===== src/rtl/win_scan_pkg.sv =====
// Shared types and defaults for the serial four-in-a-row scanner.
// The board draw counter is compiled in only when WIN_SCAN_DRAW_EN is defined.
package win_scan_pkg;

  localparam int COLS_DEF    = 7;
  localparam int ROWS_DEF    = 6;
  localparam int WIN_LEN_DEF = 4;

  typedef enum logic [2:0] {
    IDLE,
    FIND_WAIT,
    FIND_EVAL,
    STEP,
    PROBE_WAIT,
    PROBE_EVAL,
    DONE
  } state_e;

  typedef enum logic [1:0] {
    DIR_H,
    DIR_V,
    DIR_D1,
    DIR_D2
  } dir_e;

  // Unit step per direction, indexed by dir_e: H, V, D1, D2.
  localparam logic signed [1:0] DIR_DX [4] = '{2'sb01, 2'sb00, 2'sb01, 2'sb01};
  localparam logic signed [1:0] DIR_DY [4] = '{2'sb00, 2'sb01, 2'sb01, 2'sb11};

endpackage


===== src/rtl/win_scan_ctrl_if.sv =====
// Control and board-read bundle between the game FSM / board register file
// (master) and the win scanner (slave).
interface win_scan_ctrl_if #(
  parameter int ROWS = win_scan_pkg::ROWS_DEF
);
  logic            go;
  logic [2:0]      col;
  logic            player;
  logic            clear;
  logic [2:0]      rd_addr;
  logic [ROWS-1:0] rd_onoff;
  logic [ROWS-1:0] rd_player;
  logic            busy;
  logic            done;
  logic            win;
  logic            err;
  logic            draw;

  modport master (
    output go, col, player, clear, rd_onoff, rd_player,
    input  rd_addr, busy, done, win, err, draw
  );

  modport slave (
    input  go, col, player, clear, rd_onoff, rd_player,
    output rd_addr, busy, done, win, err, draw
  );
endinterface


===== src/rtl/win_scan_step.sv =====
// Probe-cell calculator: (c, r) offset by k unit steps along dir, on the + or
// - side, with an on-board flag.
module win_scan_step
  import win_scan_pkg::*;
#(
  parameter int COLS = COLS_DEF,
  parameter int ROWS = ROWS_DEF
) (
  input  logic signed [3:0] c,
  input  logic signed [3:0] r,
  input  dir_e              dir,
  input  logic              side_neg,
  input  logic        [2:0] k,
  output logic signed [3:0] tc,
  output logic signed [3:0] tr,
  output logic              in_bounds
);

  localparam logic signed [5:0] COLS_S = 6'(COLS);
  localparam logic signed [5:0] ROWS_S = 6'(ROWS);

  logic signed [5:0] k_s, dx_s, dy_s, off_x, off_y, c_w, r_w;

  // Work two bits wider than the 4-bit coordinates so c+k never wraps
  // back into the board.
  always_comb begin
    k_s   = $signed({3'b000, k});
    dx_s  = {{4{DIR_DX[dir][1]}}, DIR_DX[dir]};
    dy_s  = {{4{DIR_DY[dir][1]}}, DIR_DY[dir]};
    off_x = dx_s * k_s;
    off_y = dy_s * k_s;
    if (side_neg) begin
      off_x = -off_x;
      off_y = -off_y;
    end
    c_w       = {{2{c[3]}}, c} + off_x;
    r_w       = {{2{r[3]}}, r} + off_y;
    in_bounds = (c_w >= 6'sd0) && (c_w < COLS_S) && (r_w >= 6'sd0) && (r_w < ROWS_S);
    tc        = c_w[3:0];
    tr        = r_w[3:0];
  end

endmodule


===== src/rtl/win_scan_ctrl.sv =====
// Serial four-in-a-row checker: reads one column per probe and walks the four
// line directions out from the placed disc. Draw detection: WIN_SCAN_DRAW_EN.
module win_scan_ctrl
  import win_scan_pkg::*;
#(
  parameter int COLS    = COLS_DEF,
  parameter int ROWS    = ROWS_DEF,
  parameter int WIN_LEN = WIN_LEN_DEF
) (
  input logic            clk,
  input logic            reset,
  win_scan_ctrl_if.slave bus
);

  localparam logic [3:0] COLS_U = 4'(COLS);
  localparam logic [2:0] WL     = 3'(WIN_LEN);

  state_e            state_q, state_d;
  dir_e              dir_q, dir_d;
  logic              side_q, side_d;        // 0: + side, 1: - side
  logic        [2:0] k_q, k_d;
  logic        [2:0] run_q, run_d;
  logic signed [3:0] c_q, c_d;
  logic signed [3:0] r_q, r_d;
  logic              player_q, player_d;
  logic        [2:0] rd_addr_q, rd_addr_d;
  logic              win_q, win_d;
  logic              err_q, err_d;

  logic signed [3:0] tc, tr;
  logic              in_bounds;
  logic        [3:0] top_row;
  logic        [2:0] run_inc;
  logic              probe_hit;
  logic              end_side;
  logic              accept;
  logic              enter_done;

  win_scan_step #(.COLS(COLS), .ROWS(ROWS)) u_step (
    .c        (c_q),
    .r        (r_q),
    .dir      (dir_q),
    .side_neg (side_q),
    .k        (k_q),
    .tc       (tc),
    .tr       (tr),
    .in_bounds(in_bounds)
  );

  // The newest disc sits on top, so the last set bit scanning upward wins.
  always_comb begin
    top_row = '0;
    for (int i = 0; i < ROWS; i++) begin
      if (bus.rd_onoff[i]) top_row = 4'(i);
    end
  end

  assign probe_hit = bus.rd_onoff[tr[2:0]] && (bus.rd_player[tr[2:0]] == player_q);
  assign run_inc   = (run_q >= WL) ? WL : run_q + 3'd1;

  always_comb begin
    // NOTE: every _d takes its hold value first, so no branch can infer a latch.
    state_d   = state_q;
    dir_d     = dir_q;
    side_d    = side_q;
    k_d       = k_q;
    run_d     = run_q;
    c_d       = c_q;
    r_d       = r_q;
    player_d  = player_q;
    rd_addr_d = rd_addr_q;
    win_d     = win_q;
    err_d     = err_q;
    end_side  = 1'b0;

    case (state_q)
      IDLE: begin
        if (bus.go) begin
          win_d    = 1'b0;
          err_d    = 1'b0;
          c_d      = $signed({1'b0, bus.col});
          player_d = bus.player;
          if ({1'b0, bus.col} >= COLS_U) begin
            err_d   = 1'b1;
            state_d = DONE;
          end else begin
            rd_addr_d = bus.col;
            state_d   = FIND_WAIT;
          end
        end
      end
      FIND_WAIT: state_d = FIND_EVAL;
      FIND_EVAL: begin
        if (bus.rd_onoff == '0) begin
          err_d   = 1'b1;
          state_d = DONE;
        end else begin
          r_d     = $signed(top_row);
          run_d   = 3'd1;
          dir_d   = DIR_H;
          side_d  = 1'b0;
          k_d     = 3'd1;
          state_d = STEP;
        end
      end
      STEP: begin
        if (!in_bounds || k_q >= WL) begin
          end_side = 1'b1;
        end else begin
          rd_addr_d = tc[2:0];
          state_d   = PROBE_WAIT;
        end
      end
      PROBE_WAIT: state_d = PROBE_EVAL;
      PROBE_EVAL: begin
        if (probe_hit) begin
          run_d = run_inc;
          k_d   = k_q + 3'd1;
          if (run_inc >= WL) begin
            win_d   = 1'b1;
            state_d = DONE;
          end else begin
            state_d = STEP;
          end
        end else begin
          end_side = 1'b1;
        end
      end
      DONE:    state_d = IDLE;
      default: state_d = IDLE;
    endcase

    // Side bookkeeping shared by out-of-bounds steps and mismatching probes.
    if (end_side) begin
      k_d = 3'd1;
      if (!side_q) begin
        side_d  = 1'b1;
        state_d = STEP;
      end else if (dir_q == DIR_D2) begin
        state_d = DONE;
      end else begin
        dir_d   = dir_e'(dir_q + 2'd1);
        side_d  = 1'b0;
        run_d   = 3'd1;
        state_d = STEP;
      end
    end
  end

  assign accept     = (state_q == IDLE) && bus.go;
  assign enter_done = (state_d == DONE) && (state_q != DONE);

  // NOTE: state flops use non-blocking assignments so every flop samples pre-edge values.
  always_ff @(posedge clk or posedge reset) begin
    if (reset) begin
      state_q   <= IDLE;
      dir_q     <= DIR_H;
      side_q    <= 1'b0;
      k_q       <= 3'd0;
      run_q     <= 3'd0;
      c_q       <= 4'sd0;
      r_q       <= 4'sd0;
      player_q  <= 1'b0;
      rd_addr_q <= 3'd0;
      win_q     <= 1'b0;
      err_q     <= 1'b0;
    end else begin
      state_q   <= state_d;
      dir_q     <= dir_d;
      side_q    <= side_d;
      k_q       <= k_d;
      run_q     <= run_d;
      c_q       <= c_d;
      r_q       <= r_d;
      player_q  <= player_d;
      rd_addr_q <= rd_addr_d;
      win_q     <= win_d;
      err_q     <= err_d;
    end
  end

`ifdef WIN_SCAN_DRAW_EN
  localparam logic [5:0] TOTAL = 6'(COLS * ROWS);

  logic [5:0] moves_q, moves_d, moves_inc;
  logic       draw_q, draw_d;

  // Every completed, error-free scan is one move; the full-board move is a draw unless it wins.
  always_comb begin
    moves_inc = moves_q + 6'd1;
    moves_d   = moves_q;
    draw_d    = draw_q;
    if (accept) draw_d = 1'b0;
    if (bus.clear) begin
      moves_d = '0;
    end else if (enter_done && !err_d) begin
      moves_d = moves_inc;
      if (moves_inc == TOTAL && !win_d) draw_d = 1'b1;
    end
  end

  always_ff @(posedge clk or posedge reset) begin
    if (reset) begin
      moves_q <= '0;
      draw_q  <= 1'b0;
    end else begin
      moves_q <= moves_d;
      draw_q  <= draw_d;
    end
  end

  assign bus.draw = draw_q;
`else
  logic unused_draw_inputs;
  assign unused_draw_inputs = bus.clear ^ accept ^ enter_done;
  assign bus.draw           = 1'b0;
`endif

  assign bus.rd_addr = rd_addr_q;
  assign bus.busy    = (state_q != IDLE) && (state_q != DONE);
  assign bus.done    = (state_q == DONE);
  assign bus.win     = win_q;
  assign bus.err     = err_q;

endmodule


===== src/flat_wrapper.sv =====
// flat-port wrapper written by rule: the top's interface ports become plain ports
module win_scan_ctrl_flat import win_scan_pkg::*;
#(
  parameter int COLS    = COLS_DEF,
  parameter int ROWS    = ROWS_DEF,
  parameter int WIN_LEN = WIN_LEN_DEF
)
  (clk, reset, bus_go, bus_col, bus_player, bus_clear, bus_rd_onoff, bus_rd_player, bus_rd_addr, bus_busy, bus_done, bus_win, bus_err, bus_draw);
  win_scan_ctrl_if #(.ROWS(ROWS)) bus_i ();
  input logic clk;
  input logic reset;
  input wire logic [$bits(bus_i.go)-1:0] bus_go;
  input wire logic [$bits(bus_i.col)-1:0] bus_col;
  input wire logic [$bits(bus_i.player)-1:0] bus_player;
  input wire logic [$bits(bus_i.clear)-1:0] bus_clear;
  input wire logic [$bits(bus_i.rd_onoff)-1:0] bus_rd_onoff;
  input wire logic [$bits(bus_i.rd_player)-1:0] bus_rd_player;
  output wire logic [$bits(bus_i.rd_addr)-1:0] bus_rd_addr;
  output wire logic [$bits(bus_i.busy)-1:0] bus_busy;
  output wire logic [$bits(bus_i.done)-1:0] bus_done;
  output wire logic [$bits(bus_i.win)-1:0] bus_win;
  output wire logic [$bits(bus_i.err)-1:0] bus_err;
  output wire logic [$bits(bus_i.draw)-1:0] bus_draw;
  assign bus_i.go = bus_go;
  assign bus_i.col = bus_col;
  assign bus_i.player = bus_player;
  assign bus_i.clear = bus_clear;
  assign bus_i.rd_onoff = bus_rd_onoff;
  assign bus_i.rd_player = bus_rd_player;
  assign bus_rd_addr = bus_i.rd_addr;
  assign bus_busy = bus_i.busy;
  assign bus_done = bus_i.done;
  assign bus_win = bus_i.win;
  assign bus_err = bus_i.err;
  assign bus_draw = bus_i.draw;
  win_scan_ctrl #(.COLS(COLS), .ROWS(ROWS), .WIN_LEN(WIN_LEN)) u_core (.clk(clk), .reset(reset), .bus(bus_i));
endmodule

===== config.mk =====
export PLATFORM = sky130hd
export DESIGN_NAME = win_scan_ctrl_flat
export DESIGN_NICKNAME = d
export VERILOG_FILES = /design/src/rtl/win_scan_pkg.sv /design/src/rtl/win_scan_ctrl_if.sv /design/src/rtl/win_scan_step.sv /design/src/rtl/win_scan_ctrl.sv /design/src/flat_wrapper.sv
export SDC_FILE = /design/constraint.sdc
export NUM_CORES = 1
export LEC_CHECK = 0
export CAP_MARGIN = 10
export CORE_ASPECT_RATIO = 2
export CORE_MARGIN = 2
export CORE_UTILIZATION = 51
export CTS_CLUSTER_DIAMETER = 100
export DETAILED_ROUTE_END_ITERATION = 12
export PLACE_DENSITY = 0.77
export SLEW_MARGIN = 10
export SYNTH_ARGS = -nofsm -noshare
export SYNTH_HDL_FRONTEND = slang
export SYNTH_SLANG_ARGS = --single-unit
export TNS_END_PERCENT = 10

===== constraint.sdc =====
create_clock -name clk -period 4.4 [get_ports clk]
set_input_delay 1.1 -clock clk [delete_from_list [all_inputs] [get_ports clk]]
set_output_delay 1.1 -clock clk [all_outputs]
set_load 0.01 [all_outputs]

==> results.cfg <==
[critical_path]
slowest_delay_ns = 0.65
cp_slowest_cell = fa_2
r2r_cells = 17
worstPathRequired_ns = 4.56
crit_path_end = u_core.run_q[0]
rr_endpoint = u_core.run_q[0]
cp-end-kind = flip-flop
r2r-start = u_core.dir_q[0]
critPathLaunch = u_core.dir_q[0]
critPathKind = reg -> reg
worstSetupStartpointType = flip-flop
cp.arrival_ns = 4.25
cp_cell_sequence = ha_2 > inv_1 > nor2_1 > fa_1 > inv_1 > ha_1 > nand2_1 > o21ai_0 > inv_1 > fa_2 > mux4_1 > nand2_1 > a2bb2oi_1 > nand2_1 > nor2_2 > o211ai_1 > or2_2
path_max_fanout = 9
r2r_slack_ns = 0.31

[layout]
drive_gt1_share_pct = 12.1
seq_area_um2 = 601
final_cells = 334
num_antenna_cells = 0
multiInputGateArea_mm2 = 0.00146
final_area_mm2 = 0.00259
final_net_count = 326
num-fill-cells = 352
area_growth_pct = 18.6

[yosys]
synth_top_area_share_pct = 27.5
ys_types = 53
synth_top_area_cell = dfrtp_1
ys_ff_latch = 24
syn_inst = 253
synth.avg_cell_area_um2 = 8.63
synth_mux_area_share_pct = 9.00
ys_seq_area_share_pct = 27.5
synth_compound_area_share_pct = 20.7
synthArstFlopShare_pct = 100
syn_area_mm2 = 0.00218
synthSimpleGateAreaFrac_pct = 18.5
synth.net_count = 295
synth_top_family_by_area = compound AO/OA/AOI/OAI gates
synthFlopType = dfrtp_1
synth-edff-count = 0
yosys.area_share.adder_pct = 14.0
synth-xor-area-share_pct = 3.95
synthTopCellsByArea = dfrtp_1 (28%), ha_1 (10%), inv_1 (4.3%), nor2_1 (4.3%), nand2_1 (4.1%)
ys_warn_count = 0

[grt]
grt_overflow = 0
grt_pass1_wl_mm = 7.98
grtUsageTotal_pct = 21.7
met3_usage_pct = 1.54
use_met2_pct = 43.9
top_usage_layer = met2
grt_max_degree = 25
use_met1_pct = 20.8
antenna_found_initial = 0
grt_pass1_vias = 1869

[floorplan]
boundaryPins = 28
initial_core_util_pct = 53.4
fp-row-count = 33
dieArea_mm2 = 0.00485
die_width_um = 50.3
die_height_um = 96.5
core_area_mm2 = 0.00409

[timing]
finalCritPeriodShare_pct = 92.9
setup_viol = 0
fin_crit_ns = 4.09
slew_viol_final = 0
worst_pin_slew_ns = 0.942
hold_violations = 0
rsz0062_at_grt = no
fin_setup_tns_ns = 0
clock.fmax_ghz = 0.245
hold_ws_ns = 0.492
relSlewSlack_pct = 37.1
skew_ns = 0.00208

[placement]
place_congestion = 0.906
io_buffers = 25
placed_cells = 331
post_dp_cell_area_mm2 = 0.00253
dp_hpwl_mm = 3.98

[clock_tree]
htreeDepth = 1
cts_tree = yes
cts-root-buf = clkbuf_8
clock_latency_ns = 0.27
cts_setup_buffers = 0
clock_sinks = 24
numCtsBuffers = 3
clockBufferDepth = 2
clkTransAtPathRegs_ns = 0.08

[pwr]
leakagePower_nw = 1.15
ir_drop_mv = 0.437
power.density_mw_per_mm2 = 724
power_mw = 1.87

[routing]
drc = 0
firstDrtPassIters = 4
ant_nets = 0
vias = 1898
wl_per_cell_um = 14.6
via_per_inst = 5.68
drt-total-wl_mm = 4.87
drt_iter0_markers = 40

[status]
status = completed

[min_path]
hold_start = u_core.r_q[0]
hp-class = reg -> reg

[run]
cap_viol_max_count = 0
[worst min path at each step]
stage	endpoint	slack (ns)	depth (start not counted)
after detailed placement	u_core.r_q[0]	0.48	2
after CTS	u_core.r_q[0]	0.50	2
after global routing	u_core.bus.win	0.51	1
after floorplan	u_core.r_q[0]	0.45	2
final	u_core.r_q[0]	0.49	2
after global placement	u_core.r_q[0]	0.47	2
[kinds of logic after synthesis]
kind of cell,Yosys count
XOR/XNOR,9
flip-flops,24
buffers and inverters,34
AO/OA/AOI/OAI,64
AND/OR/NAND/NOR,84
other,1
multiplexers,15
adder cells (fa/ha/maj),22
[metrics by stage]
stage               setup slack [ns]  utilization (%)
detailed placement             0.144             61.9
floorplan                      0.130                -
global route                  0.0506             63.3
finish                         0.311             63.3
global placement               0.169             61.9
CTS                            0.123             62.9
[cell usage in the layout, fill, tap and decap left out, types with 6 or more instances in the layout]
cell type        count
nand2_1             24
o21ai_0             17
nand3_1              6
inv_1               25
nor3_1               7
a21oi_1             16
ha_1                17
nor2_1              25
clkdlybuf4s50_1     25
dfrtp_1             24
buf_4                9
[registers in the layout (all words and copies together) (netlist names)]
register / count
u_core.state_q: 3
u_core.bus.err: 1
u_core.k_q: 3
u_core.side_q: 1
u_core.bus.win: 1
u_core.r_q: 3
u_core.dir_q: 2
u_core.player_q: 1
u_core.run_q: 3
u_core.bus.rd_addr: 3
u_core.c_q: 3
[report_power, final]
part | switching [mW] | internal [mW]
Combinational | 0.697 | 0.632
Sequential | 0.103 | 0.310
Clock | 0.0698 | 0.0615
Total | 0.870 | 1.00
[worst max-delay path, delay by kind of cell, from the launching register on]
family          cells  cell delay, ns
compound gates      3            0.54
mux                 1            0.18
buf+inv             3            0.24
fa+ha+maj           4            1.68
simple gates        6            0.89
flops               1            0.44
[Yosys cell counts, drive strengths merged, types with 2 or more instances]
cell / number
buf: 2
o31a: 2
nor2b: 3
or3: 2
o21ai: 17
xnor2: 5
nand2: 24
mux2: 8
mux4: 2
o211ai: 4
a32oi: 2
a21boi: 2
inv: 26
nor3: 7
mux2i: 5
a211oi: 3
a21oi: 19
o22a: 2
o21a: 2
nor2: 27
nand2b: 6
fa: 4
ha: 18
xor2: 4
dfrtp: 24
nor3b: 2
clkbuf: 6
or2b: 2
a311oi: 4
nor4: 3
nand3: 6
[layer usage]
| layer | vias up | share of wire [%] |
|---|---|---|
| met5 | - | 0 |
| met4 | 0 | 3.6 |
| met3 | 14 | 1.2 |
| met2 | 19 | 57 |
| met1 | 921 | 39 |
| li1 | 944 | - |
[what timing repair did]
item,4_1_cts,5_1_grt
endpoints found under the setup margin,0,9
hold buffers,0,0
gates resized for setup,0,4
[area by class of cell]
class,count,share of cell area (%)
inverters,26,3.87
well taps,52,2.51
flip-flops and latches,24,23.2
clock buffers,3,1.59
multi-input cells,195,56.5
repair buffers,34,12.3
No activity file was read; power rests on OpenSTA's default activity.
